<file path="src/rtl/tcpc_reset_ctrl_if.sv">
// -----------------------------------------------------------------------------
// tcpc_reset_ctrl_if
// PHY reset-signalling handshake between the reset sequencer and the PHY.
//   phy_req   : level request, high while the PHY should signal the reset
//   phy_type  : 0 = Hard Reset, 1 = Cable Reset, stable while phy_req is high
//   phy_done  : one-cycle success pulse from the PHY
//   phy_fail  : one-cycle failure pulse from the PHY
// Handshake: the sequencer raises phy_req and holds it until the PHY answers
// with phy_done or phy_fail (sampled on the rising clock edge) or the
// per-attempt timeout expires; phy_req then drops on the following cycle.
// Pulses seen while phy_req is low are ignored.
// Modports: master = sequencer side, slave = PHY side.
// -----------------------------------------------------------------------------
interface tcpc_reset_ctrl_if;
    logic phy_req;
    logic phy_type;
    logic phy_done;
    logic phy_fail;

    modport master (
        output phy_req,
        output phy_type,
        input  phy_done,
        input  phy_fail
    );

    modport slave (
        input  phy_req,
        input  phy_type,
        output phy_done,
        output phy_fail
    );
endinterface

</file>
<file path="src/rtl/tcpc_reset_ctrl.sv">
// -----------------------------------------------------------------------------
// tcpc_reset_ctrl
// Hard/Cable Reset sequencer between the TCPC register block and the PHY.
// Decodes reset requests from TRANSMIT, runs up to MAX_RETRIES+1 attempts with
// a per-attempt timeout and a fixed backoff, discards requests that arrive
// while busy, and writes TRANSMIT/ALERT/RECEIVE_* values back.
//
// Optional feature macro: TCPC_CABLE_RESET_EN
//   defined   : TRANSMIT type 3'b110 runs a Cable Reset (phy_type = 1)
//   undefined : type 3'b110 is discarded and phy_type stays 0
//
// Ports:
//   CLK, reset              clock, asynchronous active-low reset
//   ioTRANSMIT              current TRANSMIT ([2:0] type, [5:4] retries)
//   iAlert                  current ALERT register
//   oTRANSMIT/_WE           TRANSMIT write-back value and one-cycle strobe
//   ALERT                   registered iAlert | event bits (6 ok, 4 fail, 5 discard)
//   oRECEIVE_DETECT,
//   oRECEIVE_BYTE_COUNT,
//   oRX_WE                  receive registers cleared at the start of a sequence
//   phy                     PHY request/done handshake (master side)
//   PHY_Stop_Attempting_Reset  retries exhausted, held until next accept
//   busy                    high in any non-IDLE state
//   dbg_state               current FSM state for observation
// -----------------------------------------------------------------------------
module tcpc_reset_ctrl #(
    parameter int DATA_W      = 8,
    parameter int ALERT_W     = 16,
    parameter int TIMER_W     = 16,
    parameter int TIMEOUT_CYC = 1000,
    parameter int BACKOFF_CYC = 16,
    parameter int MAX_RETRIES = 2
) (
    input  logic                 CLK,
    input  logic                 reset,
    input  logic [DATA_W-1:0]    ioTRANSMIT,
    input  logic [ALERT_W-1:0]   iAlert,
    output logic [DATA_W-1:0]    oTRANSMIT,
    output logic                 oTRANSMIT_WE,
    output logic [ALERT_W-1:0]   ALERT,
    output logic [DATA_W-1:0]    oRECEIVE_DETECT,
    output logic [DATA_W-1:0]    oRECEIVE_BYTE_COUNT,
    output logic                 oRX_WE,
    tcpc_reset_ctrl_if.master    phy,
    output logic                 PHY_Stop_Attempting_Reset,
    output logic                 busy,
    output logic [2:0]           dbg_state
);
    localparam logic [2:0] ST_IDLE    = 3'd0;
    localparam logic [2:0] ST_CLEAR   = 3'd1;
    localparam logic [2:0] ST_SEND    = 3'd2;
    localparam logic [2:0] ST_WAIT    = 3'd3;
    localparam logic [2:0] ST_BACKOFF = 3'd4;
    localparam logic [2:0] ST_DONE    = 3'd5;
    localparam logic [2:0] ST_FAIL    = 3'd6;

    // Requested retries are a 2-bit field, so the cap never exceeds 3.
    localparam int          RETRY_CAP   = (MAX_RETRIES > 3) ? 3 : MAX_RETRIES;
    localparam logic [1:0]  RETRY_CAP_L = 2'(RETRY_CAP);
    localparam logic [TIMER_W-1:0] TIMEOUT_LAST = TIMER_W'(TIMEOUT_CYC - 1);
    localparam logic [TIMER_W-1:0] BACKOFF_LAST = TIMER_W'(BACKOFF_CYC - 1);

    logic [2:0]         state_q, state_d;
    logic [TIMER_W-1:0] timer_q, timer_d;
    logic [1:0]         attempt_q, attempt_d;
    logic [1:0]         retries_q, retries_d;
    logic               type_q, type_d;
    logic               stop_q, stop_d;
    logic [DATA_W-1:0]  tx_q, tx_d;
    logic               tx_we_q, tx_we_d;
    logic               rx_we_q, rx_we_d;
    logic [ALERT_W-1:0] alert_q, alert_d;
    logic [ALERT_W-1:0] set_mask;

    logic [2:0] tx_type;
    logic       is_hard;
    logic       is_cable;
    logic       req_valid;
    logic       accept;
    logic       discard;
    logic [TIMER_W-1:0] timer_inc;

    assign tx_type  = ioTRANSMIT[2:0];
    assign is_hard  = (tx_type == 3'b101);
    assign is_cable = (tx_type == 3'b110);

`ifdef TCPC_CABLE_RESET_EN
    assign req_valid = is_hard | is_cable;
`else
    assign req_valid = is_hard;
`endif

    assign accept  = (state_q == ST_IDLE) && req_valid;
    // Any reset-type code that is not accepted gets the idle write-back so the
    // register block never presents it again.
    assign discard = (is_hard | is_cable) && !accept;

    // Saturating increment: the timer holds at all-ones instead of wrapping.
    assign timer_inc = (timer_q == '1) ? timer_q : timer_q + 1'b1;

    always_comb begin
        state_d   = state_q;
        timer_d   = timer_q;
        attempt_d = attempt_q;
        retries_d = retries_q;
        type_d    = type_q;
        stop_d    = stop_q;
        tx_d      = tx_q;
        tx_we_d   = 1'b0;
        rx_we_d   = 1'b0;
        set_mask  = '0;

        if (accept || discard) begin
            tx_d    = {ioTRANSMIT[DATA_W-1:3], 3'b111};
            tx_we_d = 1'b1;
        end
        if (discard) begin
            set_mask[5] = 1'b1;
        end

        case (state_q)
            ST_IDLE: begin
                if (accept) begin
                    state_d   = ST_CLEAR;
                    retries_d = (ioTRANSMIT[5:4] > RETRY_CAP_L) ? RETRY_CAP_L
                                                                : ioTRANSMIT[5:4];
                    attempt_d = 2'd0;
                    stop_d    = 1'b0;
`ifdef TCPC_CABLE_RESET_EN
                    type_d    = is_cable;
`else
                    type_d    = 1'b0;
`endif
                end
            end
            ST_CLEAR: begin
                rx_we_d = 1'b1;
                state_d = ST_SEND;
            end
            ST_SEND: begin
                timer_d = '0;
                state_d = ST_WAIT;
            end
            ST_WAIT: begin
                // phy_done has priority over a simultaneous phy_fail.
                if (phy.phy_done) begin
                    state_d = ST_DONE;
                end else if (phy.phy_fail || (timer_q == TIMEOUT_LAST)) begin
                    if (attempt_q < retries_q) begin
                        state_d = ST_BACKOFF;
                        timer_d = '0;
                    end else begin
                        state_d = ST_FAIL;
                    end
                end else begin
                    timer_d = timer_inc;
                end
            end
            ST_BACKOFF: begin
                if (timer_q == BACKOFF_LAST) begin
                    state_d   = ST_SEND;
                    attempt_d = attempt_q + 2'd1;
                end else begin
                    timer_d = timer_inc;
                end
            end
            ST_DONE: begin
                set_mask[6] = 1'b1;
                state_d     = ST_IDLE;
            end
            ST_FAIL: begin
                set_mask[4] = 1'b1;
                set_mask[5] = 1'b1;
                stop_d      = 1'b1;
                state_d     = ST_IDLE;
            end
            default: begin
                state_d = ST_IDLE;
            end
        endcase

        alert_d = iAlert | set_mask;
    end

    always_ff @(posedge CLK or negedge reset) begin
        if (!reset) begin
            state_q   <= ST_IDLE;
            timer_q   <= '0;
            attempt_q <= 2'd0;
            retries_q <= 2'd0;
            type_q    <= 1'b0;
            stop_q    <= 1'b0;
            tx_q      <= '0;
            tx_we_q   <= 1'b0;
            rx_we_q   <= 1'b0;
            alert_q   <= '0;
        end else begin
            state_q   <= state_d;
            timer_q   <= timer_d;
            attempt_q <= attempt_d;
            retries_q <= retries_d;
            type_q    <= type_d;
            stop_q    <= stop_d;
            tx_q      <= tx_d;
            tx_we_q   <= tx_we_d;
            rx_we_q   <= rx_we_d;
            alert_q   <= alert_d;
        end
    end

    // phy_req is decoded from the state flop so an asynchronous reset drops it
    // immediately.
    assign phy.phy_req   = (state_q == ST_SEND) || (state_q == ST_WAIT);
    assign phy.phy_type  = type_q;

    assign oTRANSMIT                 = tx_q;
    assign oTRANSMIT_WE              = tx_we_q;
    assign ALERT                     = alert_q;
    assign oRECEIVE_DETECT           = '0;
    assign oRECEIVE_BYTE_COUNT       = '0;
    assign oRX_WE                    = rx_we_q;
    assign PHY_Stop_Attempting_Reset = stop_q;
    assign busy                      = (state_q != ST_IDLE);
    assign dbg_state                 = state_q;
endmodule

</file>
<file path="src/flat_wrapper.sv">
// flat-port wrapper written by rule: the top's interface ports become plain ports
module tcpc_reset_ctrl_flat 
#(
    parameter int DATA_W      = 8,
    parameter int ALERT_W     = 16,
    parameter int TIMER_W     = 16,
    parameter int TIMEOUT_CYC = 1000,
    parameter int BACKOFF_CYC = 16,
    parameter int MAX_RETRIES = 2
)
  (CLK, reset, ioTRANSMIT, iAlert, oTRANSMIT, oTRANSMIT_WE, ALERT, oRECEIVE_DETECT, oRECEIVE_BYTE_COUNT, oRX_WE, PHY_Stop_Attempting_Reset, busy, dbg_state, phy_phy_req, phy_phy_type, phy_phy_done, phy_phy_fail);
  tcpc_reset_ctrl_if phy_i ();
  input  logic CLK;
  input  logic reset;
  input  logic [DATA_W-1:0] ioTRANSMIT;
  input  logic [ALERT_W-1:0] iAlert;
  output logic [DATA_W-1:0] oTRANSMIT;
  output logic oTRANSMIT_WE;
  output logic [ALERT_W-1:0] ALERT;
  output logic [DATA_W-1:0] oRECEIVE_DETECT;
  output logic [DATA_W-1:0] oRECEIVE_BYTE_COUNT;
  output logic oRX_WE;
  output logic PHY_Stop_Attempting_Reset;
  output logic busy;
  output logic [2:0] dbg_state;
  output wire logic [$bits(phy_i.phy_req)-1:0] phy_phy_req;
  output wire logic [$bits(phy_i.phy_type)-1:0] phy_phy_type;
  input wire logic [$bits(phy_i.phy_done)-1:0] phy_phy_done;
  input wire logic [$bits(phy_i.phy_fail)-1:0] phy_phy_fail;
  assign phy_phy_req = phy_i.phy_req;
  assign phy_phy_type = phy_i.phy_type;
  assign phy_i.phy_done = phy_phy_done;
  assign phy_i.phy_fail = phy_phy_fail;
  tcpc_reset_ctrl #(.DATA_W(DATA_W), .ALERT_W(ALERT_W), .TIMER_W(TIMER_W), .TIMEOUT_CYC(TIMEOUT_CYC), .BACKOFF_CYC(BACKOFF_CYC), .MAX_RETRIES(MAX_RETRIES)) u_core (.CLK(CLK), .reset(reset), .ioTRANSMIT(ioTRANSMIT), .iAlert(iAlert), .oTRANSMIT(oTRANSMIT), .oTRANSMIT_WE(oTRANSMIT_WE), .ALERT(ALERT), .oRECEIVE_DETECT(oRECEIVE_DETECT), .oRECEIVE_BYTE_COUNT(oRECEIVE_BYTE_COUNT), .oRX_WE(oRX_WE), .phy(phy_i), .PHY_Stop_Attempting_Reset(PHY_Stop_Attempting_Reset), .busy(busy), .dbg_state(dbg_state));
endmodule
</file>
<file path="config.mk">
export PLATFORM = sky130hd
export DESIGN_NAME = tcpc_reset_ctrl_flat
export DESIGN_NICKNAME = d
export VERILOG_FILES = /design/src/rtl/tcpc_reset_ctrl_if.sv /design/src/rtl/tcpc_reset_ctrl.sv /design/src/flat_wrapper.sv
export SDC_FILE = /design/constraint.sdc
export NUM_CORES = 1
export LEC_CHECK = 0
export ABC_AREA = 0
export BUFFER_PORTS_ARGS = -buffer_cell sky130_fd_sc_hd__buf_2
export CORE_ASPECT_RATIO = 0.7
export CORE_MARGIN = 2
export CORE_UTILIZATION = 23
export DETAILED_ROUTE_END_ITERATION = 10
export GPL_TIMING_DRIVEN = 0
export MAX_ROUTING_LAYER = met4
export PLACE_DENSITY = 0.47
export SLEW_MARGIN = 15
export SYNTH_ARGS = -nofsm -noshare
export SYNTH_HDL_FRONTEND = slang
export SYNTH_SLANG_ARGS = --single-unit
</file>
<file path="constraint.sdc">
create_clock -name CLK -period 2.8 [get_ports CLK]
set_clock_uncertainty 0.15 [all_clocks]
set_input_delay 0.14 -clock CLK [delete_from_list [all_inputs] [get_ports CLK]]
set_output_delay 0.14 -clock CLK [all_outputs]
set_load 0.02 [all_outputs]
</file>
# Word level (Yosys, flattened, before mapping)
# Index checks and enable logic that the tools add are counted.
# totals
out_inout_bits	49
in_bits	28
reg_bits	50
wordCells	71
# classes
n_eq_ne	17
reduce_logical	16
bitwise	2
mux	23
magnitude_cmp	2
n_addsub	2
# ops
cell	n
16-bit 2-to-1 mux	5
16-bit case mux with 3 select lines	1
16-bit by 1-bit adder with 16-bit output, second input constant	1
16-bit by 10-bit == test with 1-bit output, second input constant	1
16-bit == test, second input constant	1
16-bit by 4-bit == test with 1-bit output, second input constant	1
16-bit by 7-bit bitwise OR with 16-bit output	1
3-bit == test, second input constant	5
3-bit case mux with 5 select lines	1
3-bit 2-to-1 mux	4
2-bit 2-to-1 mux	5
3-bit by 2-bit == test with 1-bit output, second input constant	2
3-bit AND reduction	2
3-bit nonzero test	2
1-bit 2-to-1 mux	5
2-bit by 1-bit inequality test with 1-bit output, second input constant	2
2-bit inequality test, second input constant	2
2-bit case mux with 2 select lines	1
2-bit AND reduction	2
4-bit AND reduction	1
2-bit nonzero test	2
3-bit by 1-bit == test with 1-bit output, second input constant	1
3-bit zero test	1
1-bit logical OR	3
9 further kinds	10

# Logic depth before layout (Yosys ltp)
# Gate-level depths: netlist (run 1).
# logic_depth
depth_word	7
depth_mapped	9

# Least setup slack after synthesis (run 1)
# OpenSTA, ideal clock, no wires.
# synth_timing
path_type	register to register
startpoint	reg u_core.timer_q[12]
endpoint	reg u_core.timer_q[10]
synth_period_minus_slack_ns	2.478
arrival_time_ns	2.253
required_time_ns	2.575
stages_incl_launch_ff	8
path_slack_ns	0.322
setup_time_ns	0.075
cell_sequence	dfrtp_1 or4_4 o41a_1 o32ai_4 buf_6 buf_8 o31ai_1 a21oi_2
# synth_via
elab_chain_cells	5
elab_cells_between_ends	12
cone_classes	eq/ne: 5; mux: 5; reduce/logical: 2
# synth_rtl
element	line_no	source
start, declared	tcpc_reset_ctrl.sv:64	logic [TIMER_W-1:0] timer_q, timer_d;
start signal, assigned	tcpc_reset_ctrl.sv:199	timer_q <= timer_d;
16-bit == test / 16-bit by 10-bit == test with 1-bit output (equally long branches)	tcpc_reset_ctrl.sv:99, tcpc_reset_ctrl.sv:148	
16-bit 2-to-1 mux / 1-bit logical OR (equally long branches)	tcpc_reset_ctrl.sv:99, tcpc_reset_ctrl.sv:148	
16-bit 2-to-1 mux	tcpc_reset_ctrl.sv:148	end else if (phy.phy_fail || (timer_q == TIMEOUT_LAST)) begin
16-bit 2-to-1 mux	tcpc_reset_ctrl.sv:146	if (phy.phy_done) begin
16-bit case mux with 3 select lines	tcpc_reset_ctrl.sv:121	case (state_q)
# Several ways; a longest one is shown, not always the timed one. The select of a mux whose other input is x is not followed.
# A chain may end at the register's enable or synchronous reset.

# Worst setup path after layout (run 1)
# layout_timing
startpoint	reg u_core.timer_q[12]
endpoint	reg u_core.timer_q[14]
# layout_via
elab_chain_cells	5
elab_cells_between_ends	13
cone_classes	add/sub: 1; eq/ne: 5; mux: 5; reduce/logical: 2
# layout_rtl
element	line_no	source
16-bit by 1-bit adder with 16-bit output (tied with other cells)	tcpc_reset_ctrl.sv:99	assign timer_inc = (timer_q == '1) ? timer_q : timer_q + 1'b1;
16-bit 2-to-1 mux / 1-bit logical OR (equally long branches)	tcpc_reset_ctrl.sv:99, tcpc_reset_ctrl.sv:148	
16-bit 2-to-1 mux	tcpc_reset_ctrl.sv:148	
16-bit 2-to-1 mux	tcpc_reset_ctrl.sv:146	
16-bit case mux with 3 select lines	tcpc_reset_ctrl.sv:121	
# Several ways; a longest one is shown, not always the timed one. The select of a mux whose other input is x is not followed.

==> results.md, run 1 <==
- Setup_tns: 0 ns
- Library cells used by synthesis: 58
- Mapped Area: between 0.002 and 0.0025 sq mm
- Ratio of cells with drive above 1 in the final layout: between 20 and 30%
- Pin count of the biggest net entering global routing: 49
- Post-route core utilization: 32.7%
- Highest clock rate: 381 MHz
- Routed WL: approximately 6300 um
- RSZ-0062 raised after global routing: no
- Tcrit/Tclk final: approximately 94%
- Worst slew pin tran: 0.870 ns
- Antenna fix cells: 0
- I/O pin cnt: 77
- Hold_ws: 0.0850 ns
- Final GP Congestion: between 0.8 and 0.9
- Starting Density: 23.6%
- Final setup violating endpoints: 0
- Reg clk slew, reported paths: 0.07 ns
- GRT overflow: 0
- Syn avg cell area: 10.1 sq um
- Synth area leaders: dfrtp_1 49%, buf_4 5.8%, nand2_1 4.9%, or4_1 3.7%, o21ai_0 1.8%
- Met2 routed WL: 2540 um
- Worst setup margin: 0.175 ns
- Seq/Total Area, Yosys: roughly half
- Number of remaining DRC errors: 0
- Number of global-route vias before repair: slightly above 2000
- Finished Layout Cells: 481
- Number of H-tree levels: 2
- Die Wd: ~130 um
- Port Buffer Count: 59
- Commonest non-fill, non-tap cell in the layout: buf_2
- Die area: 0.0115 sq mm
- Static Leakage: 1.57 nW
- Post-synth top area share: 49.2%
- NumNets Final: 378
- Largest fanout on the critical path: 6
- DIE HEIGHT: 90.2 um
- HP Class: in -> reg
- Clk sinks: 48
- CP Capture Type: flop
- First-pass GRT wire length: 10200 um
- Initial antenna violation count: 0
- Max-cap violations: 0
- Cell area power density: 776 mW/mm^2
- Rows: 31
- Post-synth ARST share: 100%
- Commonest non-fill, non-tap cells in the layout: 58 x buf_2, 48 x dfrtp_1, 32 x nand2_1
- Post-synthesis cell count: around 240
- Hold Fails Final Rpt: 0
- DP Wirelength: 4350 um
- CP Class: reg -> reg
- Ys flop type: dfrtp_1
- Setup Slack @ Placement: -0.0188 ns
- Status: completed
- Final slew viol count: 0
- Startpoint types: flop
- Wire per inst: 13.1 um
- DR iter-0 viols: between 100 and 150
- DRT Pass-1 Iters: 4
- Relative slew slack: 41.5%
- Crit path DAT: between 2 and 3 ns
- Synth area leader: dfrtp_1
- Yosys warnings: 0
- CTS Buffer Depth: 2
- Vias/cell: 4.51
- WL met1: 3280 um
- EDFF count, synth: 0
- Worst skew pair latency: 0.29 ns
- P&R area growth vs syn: 38.6%
- Cells after DPL: 449
- Worst EP required: 2.82 ns
- Via count: ~2200
- Max Used Layer: met4
- Gr usage total: 11.5%
- WL met3: 425 um
- Final ANT Viol Nets: 0
- CTS Buf Count: 5
- Core area: 0.0104 sq mm
- Yosys reg bits: 48
- Clk root buf: clkbuf_16
- Max VDD drop: 0.273 mV
- TritonCTS clock tree: yes
- Tmin final: 2.63 ns
-- per-layer routing --
metal,vias to the layer above,global-route usage [%]
li1,1071,-
met1,1014,16.8
met2,77,15.7
met3,5,3.04
met4,0,3.02
met5,-,-
-- cell families after synthesis --
family | Yosys count | synth area share [%]
and+or+nand+nor | 93 | 20.9
AOI/OAI and AO/OA | 59 | 18.4
DFF | 48 | 49.2
buffers and inverters | 36 | 9.22
adders and majority gates | 2 | 1.02
muxes | 2 | 0.819
other | 1 | 0.153
xor gates and xnor gates | 1 | 0.358
-- cell type report --
| cell class | count | area [sq um] |
|---|---|---|
| buffer | 28 | 196 |
| timing repair buffer | 83 | 536 |
| multi-input combinational | 174 | 1090 |
| clock inverter | 2 | 35.0 |
| clock buffer | 6 | 129 |
| inverter | 8 | 30.0 |
| sequential | 48 | 1200 |
| fill | 1062 | 6970 |
| tap | 132 | 165 |
-- final timing paths --
check                                     from                   to  slack [ns]  cells after the start
hold reg to reg            u_core.oTRANSMIT[7]  u_core.oTRANSMIT[7]        0.32                      2
min in group asynchronous                reset  u_core.oTRANSMIT[2]        0.27                      2
setup / recovery            u_core.timer_q[12]   u_core.timer_q[14]        0.17                      5
hold / removal                    phy_phy_fail  u_core.dbg_state[2]        0.09                      3
max in group asynchronous                reset  u_core.dbg_state[2]        1.79                      2
setup reg to reg            u_core.timer_q[12]   u_core.timer_q[14]        0.17                      5
-- repair_timing --
action | 4_1_cts | 5_1_grt
resized for setup | 2 | 1
pin swaps | 0 | 2
hold endpoints to repair | 71 | 0
buffers inserted | 0 | 1
endpoints found under the setup margin | 4 | 15
hold buffers | 23 | 0
-- power breakdown --
| part | total [mW] | switching (mW) | internal [mW] |
|---|---|---|---|
| logic | 1.07 | 0.678 | 0.396 |
| registers | 0.871 | 0.0690 | 0.802 |
| clock network | 0.681 | 0.261 | 0.420 |
-- per-stage QoR --
step | power (mW) | area, sq um
after global routing | 2.80 | 3390
after global placement | 1.90 | 2960
after CTS | 2.64 | 3360
after floorplan | 1.58 | 2500
final | 2.63 | 3390
after detailed placement | 1.91 | 2960
-- synth_stat cells, types with 3 or more instances --
master    instances
a21oi_1           8
a21oi_2           4
and3_1            3
buf_4            19
clkbuf_1          6
dfrtp_1          48
inv_1             8
nand2_1          32
nand2b_1          6
nand3_1           7
nand4_1           5
nor2_1            6
nor4_1            4
o211ai_1          5
o21ai_0           9
o21ai_1           5
o31ai_1           4
or3_1             6
or4_1            12
-- critical path, cell delays in order, from the launching register on --
cell	delay, ns
dfrtp_1	0.44
or4_4	0.58
nor4_1	0.60
or4_1	0.34
a21oi_1	0.10
o32a_1	0.30
-- state kept, by name, indices dropped and copies added, names as in the netlist --
name,cells
u_core.dbg_state,3
u_core.oRX_WE,1
u_core.retries_q,2
u_core.attempt_q,2
u_core.ALERT,16
u_core.PHY_Stop_Attempting_Reset,1
u_core.timer_q,16
u_core.oTRANSMIT_WE,1
u_core.oTRANSMIT,6
(Power assumes the default switching activity.)
==> inputs of run 2 (changes only) <==
Settings changed: REMOVE_ABC_BUFFERS set to 1.
==> results.md, run 2 (synthesis gave the netlist of run 1 again) <==
- Routed WL: 5910 um
- CTS Buf Count: 5
- Number of H-tree levels: 2
- Gr usage total: 10.6%
- Final slew viol count: 0
- Sequential share of power: 34.4%
- Final Cell Area: roughly 0.0033 sq mm
- CP Capture Type: flop
- Startpoint types: flop
- Clk sinks: 48
- Number of remaining DRC errors: 0
- I/O pin cnt: 77
- Die area: 0.0115 sq mm
- Antenna fix cells: 0
- HP Class: in -> reg
- Crit path DAT: 2.63 ns
- Worst slew pin tran: roughly 1.1 ns
- CP Class: reg -> reg
- Starting Density: 23.6%
- Tmin final: 2.61 ns
- Final ANT Viol Nets: 0
- Clk root buf: clkbuf_16
- Internal Pwr Total: 1.66 mW
- Net switching power: 1.02 mW
- NumNets Final: 353
- TritonCTS clock tree: yes
- Comb pwr share: between 30% and 40%
- Commonest non-fill, non-tap cell in the layout: buf_2
- Final setup violating endpoints: 0
- Hold_ws: 0.0399 ns
- Static Leakage: 1.48 nW
- DIE HEIGHT: 90.2 um
- Max-cap violations: 0
- Tcrit/Tclk final: 93.3%
- CTS Buffer Depth: 2
- DRT Pass-1 Iters: 4
- DR iter-0 viols: 116
- RSZ-0062 raised after global routing: no
- P&R area growth vs syn: 33.7%
- Die Wd: approximately 130 um
- Vias/cell: 4.63
- Ratio of cells with drive above 1 in the final layout: 25.6%
- Sw Ratio: 38.0%
- Commonest non-fill, non-tap cells in the layout: 58 x buf_2, 48 x dfrtp_1, 32 x nand2_1
- Final GP Congestion: 0.752
- Via count: 2109
- Worst skew pair latency: 0.29 ns
- Clock power share: between 20% and 30%
- Pin count of the biggest net entering global routing: 49
- Relative slew slack: 24.5%
- DP Wirelength: between 3000 and 4000 um
- Core area: 0.0104 sq mm
- Largest fanout on the critical path: 12
- Fillers: 1043
- Number of global-route vias before repair: 2001
- Max VDD drop: 0.321 mV
- Port Buffer Count: 59
- Highest clock rate: 383 MHz
- Status: completed
- Worst EP required: ~2.8 ns
- GRT overflow: 0
- Reg clk slew, reported paths: 0.07 ns
- Placed cell areas: 0.00277 sq mm
- Cell area power density: around 820 mW/mm^2
- Initial antenna violation count: 0
- First-pass GRT wire length: around 9500 um
- Wire per inst: 13.0 um
- Hold Fails Final Rpt: 0
- Rows: 31
[run 2: metal layers]
layer / track usage (%) / share of wire (%)
met1: 14.4 / 49
met4: 3.57 / 1.1
met2: 15.3 / 44
met3: 2.92 / 5.6
met5: - / 0
[run 2: final cells by class]
cell class                      instances  area (sq um)  share of cell area (%)
Inverter                                8          30.0                   0.919
Clock buffer                            6           139                    4.25
Multi-Input combinational cell        175          1120                    34.2
Sequential cell                        48          1200                    36.8
Tap cell                              132           165                    5.05
Timing Repair Buffer                   85           578                    17.7
Clock inverter                          2          38.8                    1.19
[run 2: metrics by stage]
stage | setup slack, ns | utilization, % | TNS [ns] | std cells | power [mW]
4_1_cts | 0.0875 | 31.1 | 0 | 454 | 2.59
6_report | 0.187 | 31.6 | 0 | 456 | 2.68
3_3_place_gp | -0.141 | 26.7 | -1.49 | 421 | 1.76
5_1_grt | 0.0800 | 31.6 | 0 | 456 | 2.84
2_1_floorplan | 0.195 | - | 0 | 230 | 1.48
3_5_place_dp | -0.157 | 26.7 | -1.73 | 421 | 1.76
[run 2: worst max-delay path: stages, from the launching register on]
cell     delay, ns
dfrtp_1       0.45
or4_4         0.59
o41a_1        0.58
o32ai_4       0.35
buf_12        0.17
nor4_1        0.06
mux2i_1       0.15
[run 2: worst paths after layout]
check                                    start  slack, ns  cells past startpoint                  end
min in group asynchronous                reset       0.26                      2  u_core.oTRANSMIT[2]
max                         u_core.timer_q[12]       0.19                      6    u_core.timer_q[4]
max reg2reg                 u_core.timer_q[12]       0.19                      6    u_core.timer_q[4]
max in group asynchronous                reset       1.83                      2   u_core.timer_q[13]
min                               phy_phy_fail       0.04                      3  u_core.dbg_state[2]
min reg2reg                u_core.oTRANSMIT[5]       0.32                      2  u_core.oTRANSMIT[5]
[run 2: repair_timing]
action / in CTS / in global routing
endpoints found under the hold margin: 71 / 0
setup endpoints to repair: 15 / 8
gates resized for setup: 2 / 1
hold buffers: 24 / 0
gates cloned: 1 / 0
pin swaps: 1 / 2
buffers inserted: 0 / 2
[run 2: power groups by stage]
stage / combinational (mW) / sequential [mW] / clock, mW
final: 1.05 / 0.920 / 0.708
after global routing: 1.13 / 0.939 / 0.764
after CTS: 0.936 / 0.922 / 0.731
after detailed placement: 0.831 / 0.931 / 0
after global placement: 0.829 / 0.929 / 0
after floorplan: 0.494 / 0.986 / 0
==> inputs of run 3 (changes only) <==
==> constraint.sdc (replaced) <==
create_clock -name CLK -period 2.8 [get_ports CLK]
set_clock_uncertainty 0.15 [all_clocks]
set_input_delay 0.56 -clock CLK [delete_from_list [all_inputs] [get_ports CLK]]
set_output_delay 0.56 -clock CLK [all_outputs]
set_load 0.02 [all_outputs]
==> results.md, run 3 (synthesis gave the netlist of run 1 again) <==
- Commonest non-fill, non-tap cells in the layout: 58 x buf_2, 48 x dfrtp_1, 32 x nand2_1
- Via count: 2020
- Max VDD drop: 0.316 mV
- I/O pin cnt: 77
- Critical path's largest stage delay: 0.59 ns
- Routed WL: 5670 um
- Hold Fails Final Rpt: 0
- Post-route core utilization: 29.2%
- Register area: 0.00120 sq mm
- Max-cap violations: 0
- DP Wirelength: 3890 um
- Starting Density: 23.6%
- Pin count of the biggest net entering global routing: 49
- DRT Pass-1 Iters: 4
- Gr usage total: between 10% and 20%
- GRT overflow: 0
- Tcrit/Tclk final: 93.5%
- Final GP Congestion: ~0.75
- Tmin final: approximately 2.6 ns
- Multi-input combinational cell area: 0.00112 sq mm
- CP Class: reg -> reg
- Rows: 31
- Static Leakage: 1.38 nW
- Hold_ws: 0.137 ns
- Reg2Reg Depth: 6
- Number of remaining DRC errors: 0
- Crit path cell chain: or4_4, o41a_1, o32ai_4, buf_12, nor4_1, mux2i_1
- NumNets Final: around 330
- Overall power: 2.64 mW
- TritonCTS clock tree: yes
- FF-to-FF setup slack: 0.18 ns
- Worst EP required: around 2.8 ns
- Final ANT Viol Nets: 0
- P&R area growth vs syn: 23.9%
- Die Wd: between 100 and 150 um
- Final Cell Area: 0.00303 sq mm
- Worst slew pin tran: approximately 1.0 ns
- Placed cell areas: ~0.0028 sq mm
- Cell area power density: just under 900 mW/mm^2
- Number of global-route vias before repair: 1873
- Clk root buf: clkbuf_16
- CP Capture Type: flop
- Relative slew slack: 30.0%
- Final setup violating endpoints: 0
- Vias/cell: 4.68
- CP top delay family: compound AO/OA/AOI/OAI gates
- Port Buffer Count: 59
- DR iter-0 viols: 100
- Core area: 0.0104 sq mm
- Status: completed
- CTS Buffer Depth: 2
- Setup_tns: 0 ns
- Reg clk slew, reported paths: 0.07 ns
- Final slew viol count: 0
- Initial antenna violation count: 0
- RR Startpoint: u_core.timer_q[12]
- Commonest non-fill, non-tap cell in the layout: buf_2
- RSZ-0062 raised after global routing: no
- Wire per inst: approximately 13 um
- Buf+Inv Stages, Crit Path: 1
- Clk sinks: 48
- Die area: around 0.011 sq mm
- Worst skew pair latency: 0.29 ns
- Startpoint types: flop
- DIE HEIGHT: 90.2 um
- Crit path DAT: 2.63 ns
- Number of H-tree levels: 2
- Highest clock rate: 382 MHz
- Ratio of cells with drive above 1 in the final layout: between 20% and 30%
- Reg-to-Reg End: u_core.timer_q[4]
- Slowest stage cell, crit path: or4_4
- First-pass GRT wire length: 9010 um
- Antenna fix cells: 0
- Fillers: 1068
- CTS Buf Count: 5
- Largest fanout on the critical path: 12
- HP Class: in -> async
==> run 3: worst max path at each step <==
stage,startpoint,to,slack (ns),cells past startpoint
2_1_floorplan,u_core.timer_q[12],u_core.timer_q[4],0.20,5
3_3_place_gp,u_core.timer_q[12],u_core.timer_q[3],-0.14,5
3_5_place_dp,u_core.timer_q[12],u_core.timer_q[2],-0.16,5
4_1_cts,u_core.timer_q[12],u_core.timer_q[2],0.09,5
5_1_grt,u_core.timer_q[0],u_core.timer_q[4],0.08,6
6_report,u_core.timer_q[12],u_core.timer_q[4],0.18,6
==> run 3: stage by stage <==
| stage | setup slack, ns | cells |
|---|---|---|
| floorplan | 0.195 | 230 |
| global placement | -0.141 | 421 |
| detailed placement | -0.157 | 421 |
| CTS | 0.0875 | 430 |
| global route | 0.0800 | 432 |
| finish | 0.183 | 432 |
==> run 3: what timing repair did <==
item                       CTS  global route
resized for setup            2             1
pin swaps                    1             2
hold buffers                 0             0
cloned                       1             0
setup buffers                0             2
setup endpoints to repair   15             8
==> run 3: final cells by class <==
type | instances | area share (%)
Clock buffer | 6 | 4.59
Clock inverter | 2 | 1.28
Inverter | 8 | 0.992
Multi-Input combinational cell | 175 | 36.9
Sequential cell | 48 | 39.7
Tap cell | 132 | 5.45
Timing Repair Buffer | 61 | 11.2
==> run 3: report_power, final <==
part           switching, mW  leakage (nW)  total, mW  internal, mW
clock network          0.264        0.0871      0.712         0.447
logic                  0.632         0.684       1.01         0.377
registers              0.117         0.605      0.918         0.801
total                   1.01          1.38       2.64          1.63
==> run 3: layer usage <==
layer	vias up	GRT usage [%]	routed length, um
met5	-	-	0
met3	5	2.98	370
met1	971	14.1	2860
li1	977	-	-
met2	67	13.9	2400
met4	0	3.57	46
